--- src/rtl/nes_pkg.sv ---
// Shared constants and FSM state type for the NES pad responder.
// Button bit positions follow the order the 4021 shifts them out.
package nes_pkg;

    localparam int NES_BITS  = 8;

    localparam int BTN_A      = 0;
    localparam int BTN_B      = 1;
    localparam int BTN_SELECT = 2;
    localparam int BTN_START  = 3;
    localparam int BTN_UP     = 4;
    localparam int BTN_DOWN   = 5;
    localparam int BTN_LEFT   = 6;
    localparam int BTN_RIGHT  = 7;

    typedef enum logic [1:0] {
        ST_IDLE  = 2'd0,
        ST_LOAD  = 2'd1,
        ST_SHIFT = 2'd2,
        ST_DONE  = 2'd3
    } nes_state_e;

endpackage

--- src/rtl/nes_sync_edge.sv ---
// Multi-flop synchronizer for an asynchronous strobe, followed by a registered
// level and rise/fall detection on that registered level.
module nes_sync_edge #(
    parameter int SYNC_STAGES = 2
) (
    input  logic i_clk,
    input  logic i_rst,
    input  logic i_async,
    output logic o_level,
    output logic o_rise,
    output logic o_fall
);

    logic [SYNC_STAGES-1:0] r_sync;
    logic                   r_lvl;
    logic                   r_lvl_d;

    always_ff @(posedge i_clk) begin
        if (i_rst) begin
            r_sync  <= '0;
            r_lvl   <= 1'b0;
            r_lvl_d <= 1'b0;
        end else begin
            r_sync  <= {r_sync[SYNC_STAGES-2:0], i_async};
            r_lvl   <= r_sync[SYNC_STAGES-1];
            r_lvl_d <= r_lvl;
        end
    end

    assign o_level = r_lvl;
    assign o_rise  = r_lvl & ~r_lvl_d;
    assign o_fall  = ~r_lvl & r_lvl_d;

endmodule

--- src/rtl/nes_pad_responder.sv ---
// Controller-side NES pad emulation: a 4021-style latch/shift responder.
// Optional A/B turbo is enabled with the NES_RESP_TURBO_EN macro.
//
//   state    | meaning
//   ST_IDLE  | after reset, waiting for a latch; pulses ignored
//   ST_LOAD  | synced latch high; shreg tracks ~buttons every cycle
//   ST_SHIFT | latch released, fewer than 8 bits shifted
//   ST_DONE  | 8 bits shifted; output holds POST_FILL
module nes_pad_responder
    import nes_pkg::*;
#(
    parameter int   SYNC_STAGES = 2,
    parameter logic POST_FILL   = 1'b1
) (
    input  logic                clk,
    input  logic                hard_reset,
    input  logic [NES_BITS-1:0] buttons,
    input  logic [1:0]          turbo_mask,
    input  logic                nes_latch,
    input  logic                nes_pulse,
    output logic                nes_data,
    output logic                busy,
    output logic                frame_done
);

    logic w_latch_level, w_latch_rise, w_latch_fall;
    logic w_pulse_level, w_pulse_rise, w_pulse_fall;

    nes_sync_edge #(.SYNC_STAGES(SYNC_STAGES)) u_sync_latch (
        .i_clk   (clk),
        .i_rst   (hard_reset),
        .i_async (nes_latch),
        .o_level (w_latch_level),
        .o_rise  (w_latch_rise),
        .o_fall  (w_latch_fall)
    );

    nes_sync_edge #(.SYNC_STAGES(SYNC_STAGES)) u_sync_pulse (
        .i_clk   (clk),
        .i_rst   (hard_reset),
        .i_async (nes_pulse),
        .o_level (w_pulse_level),
        .o_rise  (w_pulse_rise),
        .o_fall  (w_pulse_fall)
    );

    logic w_unused_edges;
    assign w_unused_edges = w_latch_rise ^ w_pulse_level ^ w_pulse_fall;

    logic [NES_BITS-1:0] w_pressed;

`ifdef NES_RESP_TURBO_EN
    logic r_phase;

    always_ff @(posedge clk) begin
        if (hard_reset) begin
            r_phase <= 1'b0;
        end else if (w_latch_fall) begin
            r_phase <= ~r_phase;
        end
    end

    // Turbo-enabled buttons only report pressed on odd-phase frames.
    always_comb begin
        w_pressed        = buttons;
        w_pressed[BTN_A] = buttons[BTN_A] & (~turbo_mask[0] | r_phase);
        w_pressed[BTN_B] = buttons[BTN_B] & (~turbo_mask[1] | r_phase);
    end
`else
    logic w_unused_turbo;
    assign w_unused_turbo = ^turbo_mask;
    assign w_pressed      = buttons;
`endif

    nes_state_e          r_state,   w_state_nxt;
    logic [NES_BITS-1:0] r_shreg,   w_shreg_nxt;
    logic [3:0]          r_bit_cnt, w_bit_cnt_nxt;
    logic                r_busy,    w_busy_nxt;
    logic                r_fdone,   w_fdone_nxt;

    always_ff @(posedge clk) begin
        if (hard_reset) begin
            r_state   <= ST_IDLE;
            r_shreg   <= '1;
            r_bit_cnt <= 4'd0;
            r_busy    <= 1'b0;
            r_fdone   <= 1'b0;
        end else begin
            r_state   <= w_state_nxt;
            r_shreg   <= w_shreg_nxt;
            r_bit_cnt <= w_bit_cnt_nxt;
            r_busy    <= w_busy_nxt;
            r_fdone   <= w_fdone_nxt;
        end
    end

    always_comb begin
        w_state_nxt   = r_state;
        w_shreg_nxt   = r_shreg;
        w_bit_cnt_nxt = r_bit_cnt;
        w_busy_nxt    = r_busy;
        w_fdone_nxt   = 1'b0;

        // A held latch overrides everything, including a coincident pulse edge.
        if (w_latch_level) begin
            w_state_nxt   = ST_LOAD;
            w_shreg_nxt   = ~w_pressed;
            w_bit_cnt_nxt = 4'd0;
            w_busy_nxt    = 1'b0;
        end else begin
            case (r_state)
                ST_LOAD: begin
                    if (w_latch_fall) begin
                        w_state_nxt = ST_SHIFT;
                        w_busy_nxt  = 1'b1;
                    end
                end
                ST_SHIFT: begin
                    if (w_pulse_rise) begin
                        w_shreg_nxt   = {POST_FILL, r_shreg[NES_BITS-1:1]};
                        w_bit_cnt_nxt = r_bit_cnt + 4'd1;
                        if (r_bit_cnt == 4'(NES_BITS - 1)) begin
                            w_state_nxt = ST_DONE;
                            w_busy_nxt  = 1'b0;
                            w_fdone_nxt = 1'b1;
                        end
                    end
                end
                ST_DONE: begin
                    if (w_pulse_rise) begin
                        w_shreg_nxt = {POST_FILL, r_shreg[NES_BITS-1:1]};
                    end
                end
                default: begin
                    w_state_nxt = r_state;
                end
            endcase
        end
    end

    assign nes_data   = r_shreg[0];
    assign busy       = r_busy;
    assign frame_done = r_fdone;

endmodule

--- config.mk ---
export PLATFORM = sky130hd
export DESIGN_NAME = nes_pad_responder
export DESIGN_NICKNAME = d
export VERILOG_FILES = /design/src/rtl/nes_pkg.sv /design/src/rtl/nes_sync_edge.sv /design/src/rtl/nes_pad_responder.sv
export SDC_FILE = /design/constraint.sdc
export NUM_CORES = 1
export LEC_CHECK = 0
export CAP_MARGIN = 10
export CORE_UTILIZATION = 43
export CTS_BUF_LIST = sky130_fd_sc_hd__clkbuf_4 sky130_fd_sc_hd__clkbuf_8 sky130_fd_sc_hd__clkbuf_16
export DETAILED_ROUTE_END_ITERATION = 16
export GPL_ROUTABILITY_DRIVEN = 0
export MAX_ROUTING_LAYER = met4
export PLACE_DENSITY = 0.67
export SLEW_MARGIN = 40
export SYNTH_ARGS = -nofsm -noshare
export SYNTH_HDL_FRONTEND = slang
export SYNTH_HIERARCHICAL = 1
export SYNTH_SLANG_ARGS = --single-unit
--- constraint.sdc ---
create_clock -name clk -period 1.8 [get_ports clk]
set_input_delay 0.18 -clock clk [delete_from_list [all_inputs] [get_ports clk]]
set_output_delay 0.18 -clock clk [all_outputs]
set_load 0.1 [all_outputs]
==> results.ini, run 1 <==
[run_status]
status=finished clean

[layout]
final_nets=127
drive_above_1_share_pct=12.6
area_delta_synth_final_pct=20.6
multi_input_comb_area_um2=442
stdcell_area_um2=1160
antenna_cells=0
fill_cells=190
seq_area_um2=480
finalNonFillerCells=138

[global_routing]
antenna_found_initial=0
grt_max_degree=21
grt_pass1_wl_um=2750
grt_usage_pct=15.1
grt_remaining_overflow=0
grt_pass1_vias=661

[sta]
maxSlewHeadroom_pct=57.3
rsz0062_at_grt=no
finalCritPeriodShare_pct=79.8
timing.final.crit_period_ps=1440
maxSlewViolCount=0
hold_viol=0
max_freq_mhz=696
tightestPinTransition_ps=640
setup_viol=0
fin_skew_ps=2.25
finalSetupTns_ps=0

[setup_path]
cp_max_fo=13
required_ps=2020
cp-start-kind=register
reg2reg_depth=3
r2r_slack_ps=360
path_cells=nand2_2, a211o_1, a21o_1
crit_buf_inv=0
crit_family=flip-flops
max_stage_delay_ps=610
critPathCaptureType=register
arrival_ps=1660
rr_endpoint=r_shreg[0]$_SDFFE_PP1P_
r2r_start=r_state[1]$_SDFFE_PP0P_
slowest_stage=dfxtp_1
worstSetupPathType=register to register

[clocking]
clk_pin_slew_worst_paths_ps=130
ctsResizeCount=0
cts_made_buffers=3
cts_hold_buffers=0
cts-root-buf=clkbuf_4
post-cts-setup-buffer-count=0
cts_htree_levels=1
cts_tree=built
max-clock-path-buffers=2
clock-sinks=24
insertion_delay_ps=310

[flow_run]
cap_viol_max_count=0

[logic_synthesis]
synth_cells=97
syn_area_per_cell_um2=9.88
synth_warnings=6
synth_nets=112
syn_area_um2=958

[routing]
drt-initial-drc-count=4
via_per_inst=5.14
avgRoutedWirePerCell_um=11.6
vias=709
routed_wl_um=1600
ant_nets=0
first_pass_iters=4
drc_errors=0

[power]
p_leak_nw=0.485
powerDensity_nw_per_um2=858
ir_drop_mv=0.569

[place]
dp_cells=134
hpwl_um=1100
portBuffers=14
post_dp_cell_area_um2=1100

[worst_hold_path]
worstHoldEndpoint=u_sync_latch/r_sync[0]$_SDFF_PP0_
whs_path_depth=2
min_from=nes_latch
hold_path.class=input port to register

[floorplan]
rows=16
die_w_um=49.2
io_pins=17
core_area_um2=2020
start_util_pct=47.4
dieArea_um2=2420
die_h_um=49.2

## worst max-delay path by stage
stage | startpoint | to | depth (start not counted)
2_1_floorplan | busy$_SDFFE_PP0P_ | busy$_SDFFE_PP0P_ | 2
3_3_place_gp | r_state[1]$_SDFFE_PP0P_ | r_shreg[2]$_SDFFE_PP1P_ | 3
3_5_place_dp | r_state[1]$_SDFFE_PP0P_ | r_shreg[0]$_SDFFE_PP1P_ | 3
4_1_cts | r_state[1]$_SDFFE_PP0P_ | r_shreg[2]$_SDFFE_PP1P_ | 3
5_1_grt | r_state[1]$_SDFFE_PP0P_ | r_state[0]$_SDFFE_PP0P_ | 3
6_report | r_state[1]$_SDFFE_PP0P_ | r_shreg[0]$_SDFFE_PP1P_ | 3
## layout make-up
cell class	count	area share [%]
sequential	24	41.6
multi-input combinational	67	38.2
timing repair buffer	16	12.8
tap	27	2.92
clock inverter	1	2.60
clock buffer	3	1.95
## state kept, by name (all words and copies together) (netlist names)
register / count
u_sync_latch/o_level: 1
u_sync_pulse/r_sync: 2
r_state: 2
u_sync_latch/r_lvl_d: 1
u_sync_pulse/o_level: 1
frame_done: 1
busy: 1
u_sync_pulse/r_lvl_d: 1
r_shreg: 8
u_sync_latch/r_sync: 2
r_bit_cnt: 4
## cell usage in the layout, fill, tap and decap left out, drive strengths merged
cell	instances
and3	7
ha	1
bufinv	1
xor2	2
nand2	9
o31ai	1
nand2b	1
nor4	1
nor2b	10
or2	2
a21oi	5
or3	2
nand3b	2
nand3	1
a21o	7
nand4b	1
dfxtp	24
a211o	7
buf	5
nor2	5
clkdlybuf4s50	11
mux2i	1
a22oi	1
o21ai	1
clkbuf	3
## through the flow
step / hold slack [ps] / utilization (%) / setup slack (ps) / power [W]
CTS: 407 / 57.2 / 383 / 0.00100
finish: 415 / 57.2 / 363 / 0.000992
global route: 391 / 57.2 / 282 / 0.00103
detailed placement: 430 / 54.6 / 402 / 0.000618
floorplan: 252 / - / 484 / 0.000586
global placement: 416 / 54.6 / 404 / 0.000617
## where the power goes
group	switching, W	internal, W
clock	0.000160	0.000225
combinational	0.0000222	0.0000352
sequential	0.00000695	0.000542
## metal layers
metal	track usage (%)	share of wire (%)
met2	25.3	47
met3	4.67	2.6
met4	4.41	0.81
met5	-	0
met1	17.1	49
(Power assumes the default switching activity.)
==> inputs of run 2 (changes only) <==
- PLACE_DENSITY: 0.67 -> 0.7
- clock period: 1.8 -> 1.2 ns (I/O delays scaled with it)
==> run 2 against run 1 <==
The run now ends with negative setup slack left. Register-to-register slack got worse by 390 ps. Critical path depth rose by 2. Utilization up 7.5 points. Sequential share of layout area down 4.3 points. Hold slack got worse by 78 ps. Clock power grew 10%. Largest power group unchanged.
==> results.ini, run 2 (synthesis results as in run 1) <==
[sta]
finalCritPeriodShare_pct=102  ; +23 points
max_freq_mhz=813  ; +17%
fin_skew_ps=6.50  ; +4.24 ps
finalSetupTns_ps=-177  ; -177 ps
maxSlewHeadroom_pct=84.1  ; +27 points
maxSlewViolCount=0  ; unchanged
rsz0062_at_grt=yes
tightestPinTransition_ps=238  ; -402 ps
timing.final.crit_period_ps=1230  ; -208 ps
whs_ps=337  ; -78.0 ps
hold_viol=0  ; unchanged
setup_viol=8  ; +8
layout_setup_ws_ps=-29.5  ; -392 ps

[setup_path]
cp_max_fo=7  ; -6
arrival_ps=1450  ; -210 ps
cp-start-kind=register
worstSetupPathType=register to register
critPathCaptureType=register
required_ps=1420  ; -600 ps

[global_routing]
antenna_found_initial=0  ; unchanged
grt_pass1_wl_um=3190  ; +16%
grt_remaining_overflow=0  ; unchanged
grt_pass1_vias=712  ; +7.7%
grt_max_degree=14  ; -33%
grt_usage_pct=17.7  ; +2.6 points

[power]
ir_drop_mv=0.726  ; +28%
p_leak_nw=0.545  ; +12%
powerDensity_nw_per_um2=1030  ; +21%

[clocking]
clk_pin_slew_worst_paths_ps=130  ; about the same
cts_htree_levels=1  ; unchanged
cts-root-buf=clkbuf_4
clock-sinks=24  ; unchanged
cts_tree=built
max-clock-path-buffers=2  ; unchanged
insertion_delay_ps=320  ; about the same
cts_made_buffers=3  ; unchanged

[layout]
multi_input_comb_area_um2=490  ; +11%
seq_area_um2=488  ; +1.6%
fill_cells=170  ; -11%
final_common_cell=dfxtp_1
largest-register=r_shreg
final_cell_mix=dfxtp_1, clkdlybuf4s50_1, buf_4, nand2_1, nor2b_1
antenna_cells=0  ; unchanged
reg_top3=r_shreg (8), r_bit_cnt (4)
largest_register_ffs=8  ; unchanged
area_delta_synth_final_pct=36.6
final_nets=136  ; +7.1%
drive_above_1_share_pct=30.0  ; +17 points
stdcell_area_um2=1310  ; +13%

[routing]
drt-initial-drc-count=7  ; +3
avgRoutedWirePerCell_um=12.7  ; +9.6%
routed_wl_um=1860  ; +17%
first_pass_iters=4  ; unchanged
drc_errors=0  ; unchanged
via_per_inst=5.27  ; +2.6%
vias=775  ; +9.3%
ant_nets=0  ; unchanged

[floorplan]
dieArea_um2=2420  ; unchanged
die_h_um=49.2  ; unchanged
io_pins=17  ; unchanged
die_w_um=49.2  ; unchanged
start_util_pct=47.4  ; unchanged
rows=16  ; unchanged
core_area_um2=2020  ; unchanged

[place]
post_dp_cell_area_um2=1200  ; +9.1%
hpwl_um=1290  ; +18%
portBuffers=14  ; unchanged

[run_status]
status=finished with violations
violations=negative setup slack

[flow_run]
cap_viol_max_count=0  ; unchanged

[worst_hold_path]
hold_path.class=input port to register

==> run 2: cell types whose count changed in the layout (fill, tap and decap cells not counted), sizes merged <==
| cell | delta |
|---|---|
| buf | +9 |
| bufinv | -1 |
| clkbuf | +1 |
==> run 2: final cells by class <==
| cell class | count | area share, % |
|---|---|---|
| multi-input cells | 67 | 37.5 |
| repair buffers | 25 | 19.9 |
| flip-flops and latches | 24 | 37.3 |
| clock buffers | 4 | 2.77 |
| well taps | 27 | 2.58 |
==> run 2: per-layer routing <==
metal	routed length [um]	track usage, %	vias to the layer above	part of all wire [%]
met5	0	-	-	0
met4	18	6.37	0	0.97
met3	45	3.74	4	2.4
met2	920	27.6	11	49
met1	880	22.6	377	47
li1	-	-	383	-
==> run 2: through the flow <==
stage | utilization, % | std cells | worst slack (ps) | total power [W]
finish | 64.7 | 147 | -29.5 | 0.00135
global route | 64.7 | 147 | -66.0 | 0.00141
CTS | 63.7 | 147 | -23.0 | 0.00136
detailed placement | 59.5 | 142 | -172 | 0.000941
global placement | 59.5 | 142 | -132 | 0.000939
floorplan | - | 97 | -71.7 | 0.000880
==> run 2: power breakdown <==
group / internal [W] / total [W] / switching (W)
logic: 0.0000669 / 0.000105 / 0.0000384
registers: 0.000813 / 0.000824 / 0.0000110
clock network: 0.000185 / 0.000424 / 0.000239
==> run 2: worst paths after layout <==
kind	depth (start not counted)	slack [ps]	end	from
max	5	-30	r_shreg[6]$_SDFFE_PP1P_	u_sync_pulse/o_level$_SDFF_PP0_
min	2	340	u_sync_pulse/r_sync[0]$_SDFF_PP0_	nes_pulse
max reg2reg	5	-30	r_shreg[6]$_SDFFE_PP1P_	u_sync_pulse/o_level$_SDFF_PP0_
min reg2reg	1	450	u_sync_latch/o_level$_SDFF_PP0_	u_sync_latch/r_sync[1]$_SDFF_PP0_
==> run 2: timing repair <==
item | in CTS | in global routing
hold buffers | 0 | 0
resized for setup | 11 | 7
cloned | 0 | 0
endpoints found under the setup margin | 14 | 16
pin swaps | 18 | 1
buffers inserted | 1 | 0
==> run 2: critical path, stage by stage (launching register included) <==
cell and delay, ps:
dfxtp_2 340, nor2b_4 140, buf_6 130, and3_1 170, a211o_1 220, a21o_1 150
